## src/rtl/disk_dma.sv

```systemverilog
`timescale 1ns/1ps
// disk_dma: moves one 256-byte sector between 32-bit main memory and the disk
// byte-buffer window, then fires the disk send/fetch trigger.
module disk_dma #(
    parameter int unsigned DK_RD_WAIT = 3,
    parameter int unsigned POLL_LIMIT = 65535
) (
    input  logic        clk,
    input  logic        rst_n,
    input  logic        cfg_we,
    input  logic [1:0]  cfg_addr,
    input  logic [31:0] cfg_wdata,
    output logic [31:0] cfg_rdata,
    output logic        irq,
    output logic        mem_req,
    output logic        mem_we,
    output logic [31:0] mem_addr,
    output logic [31:0] mem_wdata,
    input  logic [31:0] mem_rdata,
    input  logic        mem_ack,
    output logic [8:0]  dk_addr,
    output logic        dk_read,
    output logic        dk_write,
    output logic [31:0] dk_wdata,
    input  logic [31:0] dk_rdata
);
    localparam int unsigned WAIT_W = (DK_RD_WAIT > 1) ? $clog2(DK_RD_WAIT) : 1;
    localparam int unsigned POLL_W = $clog2(POLL_LIMIT + 1);
    localparam logic [WAIT_W-1:0] WAIT_LAST = WAIT_W'(DK_RD_WAIT - 1);
    localparam logic [POLL_W-1:0] POLL_LAST = POLL_W'(POLL_LIMIT - 1);
    localparam logic [8:0] A_SECT = 9'h100;
    localparam logic [8:0] A_DONE = 9'h101;
    localparam logic [8:0] A_TRIG = 9'h102;

    typedef enum logic [3:0] {
        IDLE, M_RD, D_WR, W_SECT, W_TRIG, R_SECT, R_TRIG, R_POLL, D_RD, M_WR, FIN
    } state_t;

    state_t             state_q;
    logic [31:0]        memaddr_q;
    logic [15:0]        sector_q;
    logic               dir_q, busy_q, done_q, err_q;
    logic [5:0]         word_q;
    logic [1:0]         byte_q;
    logic [WAIT_W-1:0]  wait_q;
    logic [POLL_W-1:0]  poll_q;
    logic [31:0]        buf_q;
    logic               mem_req_q, mem_we_q, dk_read_q, dk_write_q;
    logic [31:0]        mem_addr_q, mem_wdata_q, dk_wdata_q;
    logic [8:0]         dk_addr_q;

    logic [5:0] word_nx;
    logic [1:0] byte_nx;
    logic [7:0] wr_byte;
    logic       rd_last, start, unused_dk_hi;

    assign word_nx      = word_q + 6'd1;
    assign byte_nx      = byte_q + 2'd1;
    assign wr_byte      = buf_q[{byte_nx, 3'b000} +: 8];
    assign rd_last      = (wait_q == WAIT_LAST);
    assign start        = cfg_we && (cfg_addr == 2'd2) && cfg_wdata[0] && !busy_q;
    assign unused_dk_hi = ^dk_rdata[31:16];

    assign irq       = done_q;
    assign mem_req   = mem_req_q;
    assign mem_we    = mem_we_q;
    assign mem_addr  = mem_addr_q;
    assign mem_wdata = mem_wdata_q;
    assign dk_addr   = dk_addr_q;
    assign dk_read   = dk_read_q;
    assign dk_write  = dk_write_q;
    assign dk_wdata  = dk_wdata_q;

    // Register read mux; start reads back as 0.
    always_comb begin
        cfg_rdata = 32'd0;
        case (cfg_addr)
            2'd0:    cfg_rdata = memaddr_q;
            2'd1:    cfg_rdata = {16'd0, sector_q};
            2'd2:    cfg_rdata = {30'd0, dir_q, 1'b0};
            default: cfg_rdata = {29'd0, err_q, done_q, busy_q};
        endcase
    end

    // Register bank plus transfer FSM; every bus output is set on the transition into its state.
    always_ff @(posedge clk or negedge rst_n) begin
        if (!rst_n) begin
            state_q     <= IDLE;
            memaddr_q   <= 32'd0;
            sector_q    <= 16'd0;
            dir_q       <= 1'b0;
            busy_q      <= 1'b0;
            done_q      <= 1'b0;
            err_q       <= 1'b0;
            word_q      <= 6'd0;
            byte_q      <= 2'd0;
            wait_q      <= '0;
            poll_q      <= '0;
            buf_q       <= 32'd0;
            mem_req_q   <= 1'b0;
            mem_we_q    <= 1'b0;
            mem_addr_q  <= 32'd0;
            mem_wdata_q <= 32'd0;
            dk_read_q   <= 1'b0;
            dk_write_q  <= 1'b0;
            dk_addr_q   <= 9'd0;
            dk_wdata_q  <= 32'd0;
        end else begin
            if (cfg_we && !busy_q) begin
                case (cfg_addr)
                    2'd0:    memaddr_q <= cfg_wdata;
                    2'd1:    sector_q  <= cfg_wdata[15:0];
                    2'd2:    dir_q     <= cfg_wdata[1];
                    default: ;
                endcase
            end
            case (state_q)
                IDLE: if (start) begin
                    busy_q <= 1'b1;
                    done_q <= 1'b0;
                    err_q  <= 1'b0;
                    word_q <= 6'd0;
                    byte_q <= 2'd0;
                    wait_q <= '0;
                    poll_q <= '0;
                    if (cfg_wdata[1]) begin
                        state_q    <= M_RD;
                        mem_req_q  <= 1'b1;
                        mem_we_q   <= 1'b0;
                        mem_addr_q <= memaddr_q;
                    end else begin
                        state_q    <= R_SECT;
                        dk_write_q <= 1'b1;
                        dk_addr_q  <= A_SECT;
                        dk_wdata_q <= {16'd0, sector_q};
                    end
                end
                M_RD: if (mem_ack) begin
                    mem_req_q  <= 1'b0;
                    buf_q      <= mem_rdata;
                    state_q    <= D_WR;
                    dk_write_q <= 1'b1;
                    dk_addr_q  <= {1'b0, word_q, 2'd0};
                    dk_wdata_q <= {24'd0, mem_rdata[7:0]};
                end
                D_WR: begin
                    byte_q <= byte_nx;
                    if (byte_q != 2'd3) begin
                        dk_addr_q  <= {1'b0, word_q, byte_nx};
                        dk_wdata_q <= {24'd0, wr_byte};
                    end else if (word_q == 6'd63) begin
                        state_q    <= W_SECT;
                        dk_addr_q  <= A_SECT;
                        dk_wdata_q <= {16'd0, sector_q};
                    end else begin
                        state_q    <= M_RD;
                        dk_write_q <= 1'b0;
                        word_q     <= word_nx;
                        mem_req_q  <= 1'b1;
                        mem_addr_q <= memaddr_q + 32'(word_nx);
                    end
                end
                W_SECT: begin
                    state_q    <= W_TRIG;
                    dk_addr_q  <= A_TRIG;
                    dk_wdata_q <= 32'd0;
                end
                W_TRIG: begin
                    state_q    <= FIN;
                    dk_write_q <= 1'b0;
                end
                R_SECT: begin
                    state_q    <= R_TRIG;
                    dk_write_q <= 1'b0;
                    dk_read_q  <= 1'b1;
                    dk_addr_q  <= A_TRIG;
                end
                R_TRIG: begin
                    wait_q <= rd_last ? '0 : wait_q + WAIT_W'(1);
                    if (rd_last) begin
                        state_q   <= R_POLL;
                        dk_addr_q <= A_DONE;
                    end
                end
                R_POLL: begin
                    wait_q <= rd_last ? '0 : wait_q + WAIT_W'(1);
                    if (rd_last) begin
                        if (dk_rdata[15:0] == sector_q) begin
                            state_q   <= D_RD;
                            dk_addr_q <= 9'd0;
                        end else if (poll_q == POLL_LAST) begin
                            state_q   <= FIN;
                            dk_read_q <= 1'b0;
                            err_q     <= 1'b1;
                        end else begin
                            poll_q <= poll_q + POLL_W'(1);
                        end
                    end
                end
                D_RD: begin
                    wait_q <= rd_last ? '0 : wait_q + WAIT_W'(1);
                    if (rd_last) begin
                        buf_q[{byte_q, 3'b000} +: 8] <= dk_rdata[7:0];
                        byte_q <= byte_nx;
                        if (byte_q == 2'd3) begin
                            state_q     <= M_WR;
                            dk_read_q   <= 1'b0;
                            mem_req_q   <= 1'b1;
                            mem_we_q    <= 1'b1;
                            mem_addr_q  <= memaddr_q + 32'(word_q);
                            mem_wdata_q <= {dk_rdata[7:0], buf_q[23:0]};
                        end else begin
                            dk_addr_q <= {1'b0, word_q, byte_nx};
                        end
                    end
                end
                M_WR: if (mem_ack) begin
                    mem_req_q <= 1'b0;
                    mem_we_q  <= 1'b0;
                    if (word_q == 6'd63) begin
                        state_q <= FIN;
                    end else begin
                        state_q   <= D_RD;
                        word_q    <= word_nx;
                        byte_q    <= 2'd0;
                        dk_read_q <= 1'b1;
                        dk_addr_q <= {1'b0, word_nx, 2'd0};
                    end
                end
                FIN: begin
                    state_q <= IDLE;
                    busy_q  <= 1'b0;
                    done_q  <= 1'b1;
                end
                default: state_q <= IDLE;
            endcase
        end
    end
endmodule
```

## config.mk

```make
export PLATFORM = sky130hd
export DESIGN_NAME = disk_dma
export DESIGN_NICKNAME = d
export VERILOG_FILES = /design/src/rtl/disk_dma.sv
export SDC_FILE = /design/constraint.sdc
export NUM_CORES = 1
export LEC_CHECK = 0
export BUFFER_PORTS_ARGS = -buffer_cell sky130_fd_sc_hd__clkbuf_2
export CORE_UTILIZATION = 50
export DETAILED_ROUTE_END_ITERATION = 8
export HOLD_SLACK_MARGIN = 0.08
export PLACE_DENSITY = 0.79
export SYNTH_ARGS = -nofsm -noshare
export SYNTH_HDL_FRONTEND = slang
export SYNTH_SLANG_ARGS = --single-unit
```

## constraint.sdc

```tcl
create_clock -name clk -period 3.16 [get_ports clk]
set_input_delay 0.632 -clock clk [delete_from_list [all_inputs] [get_ports clk]]
set_output_delay 0.632 -clock clk [all_outputs]
set_load 0.02 [all_outputs]
```

# After elaboration in Yosys (flattened, before gate mapping)
# Cells that the tools add are included.
# word_totals
ff_bits,223
inputBits,102
word_cells,205
out_inout_bits,142
# classes
n_reduce_logical,43
eq_ne,38
mux,94
addsub,7
n_shift,3
# op_table
op,count
two-way mux 32 bit,13
one-hot mux 32 bit (3 select lines),2
one-hot mux 32 bit (4 select lines),1
two-way mux 9 bit,12
one-hot mux 9 bit (8 select lines),1
adder 32 x 6 -> 32 bit,2
two-way mux 16 bit,4
one-hot mux 32 bit (2 select lines),1
two-way mux 4 bit,10
one-hot mux 4 bit (10 select lines),1
"inequality test 2 bit, second input constant",18
bitwise mux 32 bit,1
one-hot mux 16 bit (2 select lines),1
"variable shift 8 x 7 -> 32 bit, first input constant",1
indexed part select 32 x 6 -> 8 bit,1
indexed part select 8 x 7 -> 32 bit,1
two-way mux 1 bit,25
two-way mux 6 bit,4
AND reduction 5 bit,4
nonzero test 4 bit,5
one-hot mux 6 bit (3 select lines),1
"adder 16 x 1 -> 16 bit, second input constant",1
== test 16 bit,1
"== test 16 bit, second input constant",1
other kinds (36),73

# Longest topological paths before layout
# Gate-level depths: netlist of run 1.
# depth
depth_word,6
ltp_mapped,14
ltp_nobuf,12

# Least setup slack after synthesis of run 1
# No wires, ideal clock.
# synth_path
path_kind,reg-to-reg
from,reg state_q[1]
to,"reg mem_addr_q[22], in the netlist mem_addr[22]"
slack_ps,-246
setup_time_ps,133
required_ps,3027
synth_period_minus_slack_ps,3406
stages_incl_launch_ff,15
n_path_buf,3
t_arrival_ps,3273
path_cell_list,dfrtp_1 clkbuf_1 nor2_1 nand2b_1 clkbuf_1 clkbuf_1 nand2_1 xnor2_1 ha_1 nor2b_1 o21bai_1 a2111oi_2 and3_1 xnor2_1 o21ai_0
# synth_between
elab_chain_cells,3
word_cells_on_any_way,12
classes_between,eq/ne: 8; mux: 1; reduce/logical: 3
# synth_rtl
element,line_no,rtl
"start, declared",39,state_t state_q;
"start signal, assigned",88,state_q <= IDLE;
"start signal, assigned",127,state_q <= M_RD;
"start signal, assigned",132,state_q <= R_SECT;
== test 4 x 2 -> 1 bit (tied with other cells),117,case (state_q)
inequality test 2 bit (no line) or nonzero test 3 bit (tied branches),-,
AND reduction 7 bit (no line),-,
"end signal, assigned",130,mem_addr_q <= memaddr_q;
"end signal, assigned",160,mem_addr_q <= memaddr_q + 32'(word_nx);
"end signal, assigned",210,mem_addr_q <= memaddr_q + 32'(word_q);
"end, declared",49,"logic [31:0] mem_addr_q, mem_wdata_q, dk_wdata_q;"
# Several ways; a longest one is shown, not always the timed one.
# A chain may end at the register's enable or synchronous reset.

# Final worst setup path of run 1
# layout_path
from,reg word_q[1]
to,"reg mem_addr_q[27], in the netlist mem_addr[27]"
# layout_between
elab_chain_cells,5
word_cells_on_any_way,11
classes_between,add/sub: 3; eq/ne: 2; mux: 5; reduce/logical: 1
# layout_rtl
element,line_no,rtl
"start, declared",43,logic [5:0] word_q;
"start signal, assigned",158,word_q <= word_nx;
"start signal, assigned",224,word_q <= word_nx;
adder 6 x 1 -> 6 bit,57,assign word_nx = word_q + 6'd1;
adder 32 x 6 -> 32 bit,160,
two-way mux 32 bit,151,end else if (word_q == 6'd63) begin
two-way mux 32 bit,148,if (byte_q != 2'd3) begin
one-hot mux 32 bit (3 select lines),117,
# Several ways; a longest one is shown, not always the timed one. The select of a mux whose other input is x is not followed.

==> reports/results.md, run 1 <==
| Group | Item | Reported |
|---|---|---|
| power and ir drop | Psw | 4610 uW |
| synth | Gate Count Post-Synth | 1088 |
| placed design | Detailed Place HPWL | 21.6 mm |
| synth | Area leader, netlist | sky130_fd_sc_hd__dfrtp_1 |
| power and ir drop | Max rail drop VDD | 465 uV |
| power and ir drop | PwrDens | 875 nW/um2 |
| cts | Deepest level of the CTS H-tree | 1 |
| critical path | Worst endpoint required time | 3.53 ns |
| critical path | Register-to-register setup slack | 0.19 ns |
| sta | Transition time at the pin with the least slew margin | 0.976 ns |
| sta | Headroom to the max-slew limit | 0.344 |
| floorplanning | Area of the die | 22500 um2 |
| cells and area | Most common library cell in the layout ignoring fill and taps | sky130_fd_sc_hd__clkbuf_2 |
| synth | Dominant register cell in the synthesized netlist | sky130_fd_sc_hd__dfrtp_1 |
| critical path | Crit start category | flip-flop |
| sta | Final worst path period need | 2.97 ns |
| power and ir drop | Reg power frac | 0.375 |
| floorplanning | Area of the core | 21300 um2 |
| cts | Hold-fix buffers, CTS | 0 |
| run status | Outcome | complete, no violations |
| cells and area | Number of antenna diodes | 0 |
| power and ir drop | Fraction of power spent switching nets | 0.400 |
| floorplanning | Die width | 150 um |
| floorplanning | Number of top-level pins | 244 |
| sta | Final hold violations | 0 |
| placed design | Gp weighted congestion | 0.918 |
| cts | Maximum root-to-sink buffer count | 3 |
| cts | CTS tree | yes |
| cells and area | Synth-to-layout area growth | 20.1% |
| power and ir drop | Internal power summed over all cells | 6920 uW |
| floorplanning | Vertical die dimension | 150 um |
| synth | Area contributors post-synth | sky130_fd_sc_hd__dfrtp_1 47%, sky130_fd_sc_hd__mux2_2 9.2%, sky130_fd_sc_hd__o21ai_0 4.9% |
| cts | Clk slew on worst S/H paths | 0.06 ns |
| sta | Max Fclk | 337 MHz |
| sta | Clock Skew | 0.0126 ns |
| grt | Via count of the first global-routing pass | 8707 |
| critical path | Crit path arrival time | 3.33 ns |
| min path | Class of the tightest hold or removal check | in2async |
| power and ir drop | Clock network fraction of design power | 0.228 |
| cts | Number of sinks on the clock net | 207 |
| synth | Number of enable flip-flop cells after synthesis | 0 |
| synth | Fraction of synthesized cell area taken by the top area cell type | 0.472 |
| routing | Total number of vias | 9252 |
| routing | Final routed wirelength across all metal layers | 29.9 mm |
| floorplanning | Starting density of the core | 0.515 |
| synth | Seq/Total Area, Yosys | 0.472 |
| synth | Synth Warn # | 0 |
| routing | Ratio of routed vias to standard cells | 5.83 |
| grt | Antenna violations before repair | 0 |
| synth | Fraction of registers with async set/reset | 1.00 |
| cts | CTS root buffer | sky130_fd_sc_hd__clkbuf_16 |
| power and ir drop | Relative contribution of combinational cells to total power | 0.398 |
| cells and area | Net count reported at finish | 1411 |
| routing | Initial detailed-routing violation count | 791 |
| routing | Router iterations before antenna repair | 6 |
| sta | Final setup fails | 0 |
| grt | Total congestion overflow after global routing | 0 |
| grt | GRT Total Usage | 0.268 |
| routing | Routed len/inst | 18.9 um |
| sta | Max-slew violations | 0 |
| synth | Per-instance average area after synthesis | 10.1 um2 |
| cells and area | Number of standard cells in the layout, taps in and fillers out | 1586 |
| cts | Clock latency on the worst-skew pair | 0.52 ns |
| placed design | Placed cell count | 1543 |
| synth | Synthesized cell area | 11000 um2 |
| job | Number of violations of the max-capacitance limit | 0 |
| critical path | Biggest fanout along the worst timing path | 7 |
| grt | Global-route wire length before repair | 47.1 mm |
| power and ir drop | Leakage power figure | 0.00632 uW |
| placed design | Input/output buffers | 211 |
| critical path | Worst setup EP type | flip-flop |
| grt | Largest net degree at the start of global routing | 102 |
| sta | Final setup TNS | 0 ns |
| floorplanning | Site Rows | 53 |
| cells and area | Top library cells by usage in the layout, fill and taps aside | 210 x sky130_fd_sc_hd__clkbuf_2, 207 x sky130_fd_sc_hd__dfrtp_1, 123 x sky130_fd_sc_hd__nand2_1 |
| routing | Post-route DRC violation count | 0 |
| synth | Distinct cell type count after synthesis | 67 |
| critical path | WS Path Type | reg2reg |
| cts | CTS buffer count | 22 |
| cells and area | Ratio of cells with drive above 1 in the final layout | 0.310 |
| sta | Share of the cycle needed by the critical path after routing | 0.938 |
| routing | Post-route ant nets | 0 |
| synth | Total of flip-flops plus latches after synthesis | 207 |
## kinds of logic (layout without fill, tap and decap cells)
logic type / Yosys count / after routing / share of synthesized area
and+or+nand+nor: 336 / 336 / 0.150
AOI/OAI and AO/OA: 253 / 253 / 0.144
DFF: 207 / 207 / 0.472
muxes: 120 / 120 / 0.130
buffers and inverters: 105 / 313 / 0.0450
xor gates and xnor gates: 52 / 52 / 0.0415
adders and majority gates: 14 / 14 / 0.0166
other: 1 / 16 / 0.000342
## final timing paths
check / start / end / depth (start not counted)
setup / recovery: word_q[1]$_DFFE_PN0P_ / mem_addr[27]$_DFFE_PN0P_ / 11
max in group asynchronous: rst_n / memaddr_q[22]$_DFFE_PN0P_ / 2
hold reg to reg: mem_addr[28]$_DFFE_PN0P_ / mem_addr[28]$_DFFE_PN0P_ / 2
min in group clk: cfg_wdata[20] / memaddr_q[20]$_DFFE_PN0P_ / 2
hold / removal: rst_n / poll_q[11]$_DFFE_PN0P_ / 1
setup reg to reg: word_q[1]$_DFFE_PN0P_ / mem_addr[27]$_DFFE_PN0P_ / 11
## layout make-up
cell class | instances | area (um2)
Clock inverter | 4 | 56.3
Fill cell | 1758 | 8110
Tap cell | 275 | 344
Multi-Input combinational cell | 791 | 5410
Sequential cell | 207 | 5180
Inverter | 20 | 75.1
Clock buffer | 36 | 683
Timing Repair Buffer | 253 | 1430
## power by group through the flow
stage | clock network, uW | logic (uW) | registers, uW
CTS | 2670 | 4550 | 4300
global placement | 0 | 4400 | 4300
finish | 2630 | 4580 | 4320
detailed placement | 0 | 4520 | 4350
global route | 2760 | 5040 | 4430
floorplan | 0 | 2900 | 4400
## synthesized netlist by cell type (21+ instances only)
master and n:
sky130_fd_sc_hd__a21oi_1 37, sky130_fd_sc_hd__a22oi_1 32, sky130_fd_sc_hd__clkbuf_1 51, sky130_fd_sc_hd__dfrtp_1 207, sky130_fd_sc_hd__mux2_2 90, sky130_fd_sc_hd__mux2i_1 21
sky130_fd_sc_hd__nand2_1 123, sky130_fd_sc_hd__nand3_1 34, sky130_fd_sc_hd__nor2_1 61, sky130_fd_sc_hd__o21ai_0 108, sky130_fd_sc_hd__xor2_1 35
## repair_timing
item,in CTS,in global routing
endpoints found under the setup margin,0,11
buffers inserted,0,3
gates resized for setup,0,4
## worst max-delay path, cell delays in order (launching register included)
cell                      delay (ns)
sky130_fd_sc_hd__dfrtp_1        0.46
sky130_fd_sc_hd__ha_1           0.32
sky130_fd_sc_hd__nand3_1        0.19
sky130_fd_sc_hd__nor2_1         0.16
sky130_fd_sc_hd__xor2_1         0.16
sky130_fd_sc_hd__ha_1           0.29
sky130_fd_sc_hd__a21o_1         0.24
sky130_fd_sc_hd__a21o_1         0.21
sky130_fd_sc_hd__o211a_1        0.35
sky130_fd_sc_hd__and3_1         0.23
sky130_fd_sc_hd__xnor2_1        0.11
sky130_fd_sc_hd__o21ai_0        0.08
## per-layer routing
layer / vias to the layer above / GRT usage / share of wire
met4: 0 / 0.0985 / 0.031
met5: - / 0 / 0
li1: 4305 / - / -
met3: 73 / 0.0382 / 0.072
met2: 404 / 0.430 / 0.47
met1: 4470 / 0.370 / 0.42
## stage by stage
stage	worst slack (ns)	hold slack (ns)	total power [uW]	utilization	cell area (um2)
2_1_floorplan	0.0125	0.336	7300	-	11000
3_3_place_gp	0.114	0.457	8710	0.582	12400
3_5_place_dp	0.0226	0.470	8870	0.582	12400
4_1_cts	0.00723	0.246	11500	0.617	13100
5_1_grt	-0.0292	0.299	12200	0.619	13200
6_report	0.195	0.216	11500	0.619	13200
## sequential cells by signal, indices dropped and copies added, names as in the netlist, 9 cells and up
name / cells
memaddr_q: 32
buf_q: 32
dk_addr: 9
dk_wdata: 16
mem_wdata: 32
poll_q: 16
sector_q: 16
mem_addr: 32
(Power assumes the default switching activity.)
==> run 2: changes to the inputs <==
CORE_UTILIZATION = 47   (was 50)
PLACE_DENSITY = 0.76   (was 0.79)
==> reports/results.md, run 2 (same netlist as run 1, synthesis figures left out) <==
| Group | Item | Reported |
|---|---|---|
| grt | Largest net degree at the start of global routing | 74 |
| power and ir drop | Post-layout power | 11500 uW |
| placed design | Placed cell count | 1581 |
| critical path | Capture point of the worst reg-to-reg path | mem_addr[22]$_DFFE_PN0P_ |
| floorplanning | Number of top-level pins | 244 |
| cells and area | Net count reported at finish | 1410 |
| sta | Max Fclk | 340 MHz |
| placed design | Gp weighted congestion | 0.916 |
| routing | Ratio of routed vias to standard cells | 5.68 |
| cells and area | Number of standard cells in the layout, taps in and fillers out | 1624 |
| grt | Global-route wire length before repair | 47.0 mm |
| sta | Final setup fails | 0 |
| critical path | CP cell instances | nand2b_4 -> nor3_4 -> buf_4 -> nor2_1 -> xor2_1 -> ha_1 -> a21o_1 -> a21oi_1 -> a2111oi_4 -> buf_6 -> and3_1 -> xnor2_1 -> o21ai_0 |
| critical path | Delay of the slowest critical-path stage | 0.39 ns |
| floorplanning | Starting density of the core | 0.482 |
| routing | Post-route DRC violation count | 0 |
| run status | Outcome | complete, no violations |
| cts | Number of sinks on the clock net | 207 |
| sta | Setup repair after global routing missed its margin | no |
| critical path | Capturing instance or port of the critical path | mem_addr[22]$_DFFE_PN0P_ |
| floorplanning | Site Rows | 55 |
| floorplanning | Area of the die | 24000 um2 |
| routing | Sum of met3 wire segment lengths after detailed routing | 2.12 mm |
| critical path | Total stage count of the critical path | 13 |
| power and ir drop | PwrDens | 871 nW/um2 |
| sta | Clock Skew | 0.0244 ns |
| sta | Share of the cycle needed by the critical path after routing | 0.929 |
| critical path | Reg2Reg Depth | 13 |
| cts | Deepest level of the CTS H-tree | 1 |
| cts | Maximum root-to-sink buffer count | 3 |
| critical path | Register-to-register setup slack | 0.22 ns |
| cells and area | Ratio of cells with drive above 1 in the final layout | 0.312 |
| routing | Routed len/inst | 18.5 um |
| grt | Antenna violations before repair | 2 |
| critical path | Crit path arrival time | 3.29 ns |
| sta | Transition time at the pin with the least slew margin | 1.09 ns |
| sta | Final hold violations | 0 |
| critical path | Setup crit start | state_q[2]$_DFFE_PN0P_ |
| sta | Final setup TNS | 0 ns |
| cts | Clock latency on the worst-skew pair | 0.52 ns |
| cells and area | Filler Cells Inserted | 1924 |
| critical path | Worst endpoint required time | 3.52 ns |
| routing | Highest layer used for signal routing | met4 |
| power and ir drop | Max rail drop VDD | 403 uV |
| routing | Router iterations before antenna repair | 7 |
| routing | Final routed wirelength across all metal layers | 30.0 mm |
| floorplanning | Area of the core | 22800 um2 |
| critical path | WS Path Type | reg2reg |
| cts | CTS buffer count | 23 |
| routing | Post-route ant nets | 0 |
| critical path | Crit start category | flip-flop |
| power and ir drop | Leakage power figure | 0.00629 uW |
| routing | Met2 Routed Length | 14.0 mm |
| critical path | Delay-heaviest family, CP | compound AO/OA/AOI/OAI gates |
| cells and area | Top library cells by usage in the layout, fill and taps aside | 210 x sky130_fd_sc_hd__clkbuf_2, 207 x sky130_fd_sc_hd__dfrtp_1, 123 x sky130_fd_sc_hd__nand2_1 |
| placed design | Detailed Place HPWL | 21.7 mm |
| critical path | Worst Path Buf+Inv | 2 |
| cells and area | Final cell utilization of the core | 0.580 |
| cells and area | Footprint of the flip-flops and latches | 5180 um2 |
| routing | Total number of vias | 9218 |
| sta | Final worst path period need | 2.94 ns |
| floorplanning | Vertical die dimension | 155 um |
| cts | Hold-fix buffers, CTS | 0 |
| routing | Initial detailed-routing violation count | 925 |
| routing | M1 wire length | 12.9 mm |
| floorplanning | Die width | 155 um |
| cts | CTS tree | yes |
| cells and area | Synth-to-layout area growth | 20.3% |
| job | Number of violations of the max-capacitance limit | 0 |
| grt | Via count of the first global-routing pass | 8656 |
| min path | Class of the tightest hold or removal check | in2async |
| critical path | Crit path max-delay cell type | sky130_fd_sc_hd__a2111oi_4 |
| cts | CTS root buffer | sky130_fd_sc_hd__clkbuf_16 |
| cts | Clk slew on worst S/H paths | 0.06 ns |
| critical path | Biggest fanout along the worst timing path | 8 |
| grt | GRT Total Usage | 0.248 |
| placed design | Input/output buffers | 211 |
| cells and area | Most common library cell in the layout ignoring fill and taps | sky130_fd_sc_hd__clkbuf_2 |
| cells and area | Combined area of the multi-input logic cells | 5420 um2 |
| critical path | Start of the worst register-to-register path | state_q[2]$_DFFE_PN0P_ |
| sta | Max-slew violations | 0 |
| placed design | Worst slack after detailed placement | 0.0385 ns |
| sta | Headroom to the max-slew limit | 0.265 |
| sta | Final setup margin | 0.223 ns |
| grt | Total congestion overflow after global routing | 0 |
| critical path | Worst setup EP type | flip-flop |
## run 2: worst min-delay path by stage
stage | startpoint | endpoint | slack (ns) | depth (start not counted)
final | rst_n | memaddr_q[31]$_DFFE_PN0P_ | 0.13 | 1
after global placement | buf_q[29]$_DFFE_PN0P_ | buf_q[29]$_DFFE_PN0P_ | 0.46 | 2
after CTS | rst_n | word_q[0]$_DFFE_PN0P_ | 0.16 | 1
after global routing | rst_n | memaddr_q[31]$_DFFE_PN0P_ | 0.17 | 1
after detailed placement | mem_addr[11]$_DFFE_PN0P_ | mem_addr[11]$_DFFE_PN0P_ | 0.47 | 2
after floorplan | rst_n | buf_q[0]$_DFFE_PN0P_ | 0.34 | 0
## run 2: what timing repair did
item | 4_1_cts | 5_1_grt
setup buffers | 0 | 1
pin swaps | 0 | 2
setup endpoints to repair | 1 | 10
gates resized for setup | 1 | 8
## run 2: layer usage
layer	GRT usage	vias up
li1	-	4302
met1	0.344	4431
met2	0.392	404
met3	0.0384	81
met4	0.0919	0
met5	0	-
## run 2: area by class of cell
type,count,share of cell area
well taps,313,0.0297
repair buffers,251,0.106
inverters,20,0.00569
clock inverters,8,0.00588
diodes,1,0.000190
clock buffers,33,0.0502
multi-input cells,791,0.410
flip-flops and latches,207,0.392
## run 2: through the flow
step	area [um2]	hold WS [ns]
4_1_cts	13200	0.162
5_1_grt	13200	0.166
3_3_place_gp	12400	0.457
6_report	13200	0.126
3_5_place_dp	12400	0.470
2_1_floorplan	11000	0.336
## run 2: report_power, final
part           switching, uW  internal [uW]  leakage, uW  total (uW)
registers                866           3490      0.00271        4360
logic                   2680           1860      0.00322        4540
clock network           1060           1540     0.000360        2600
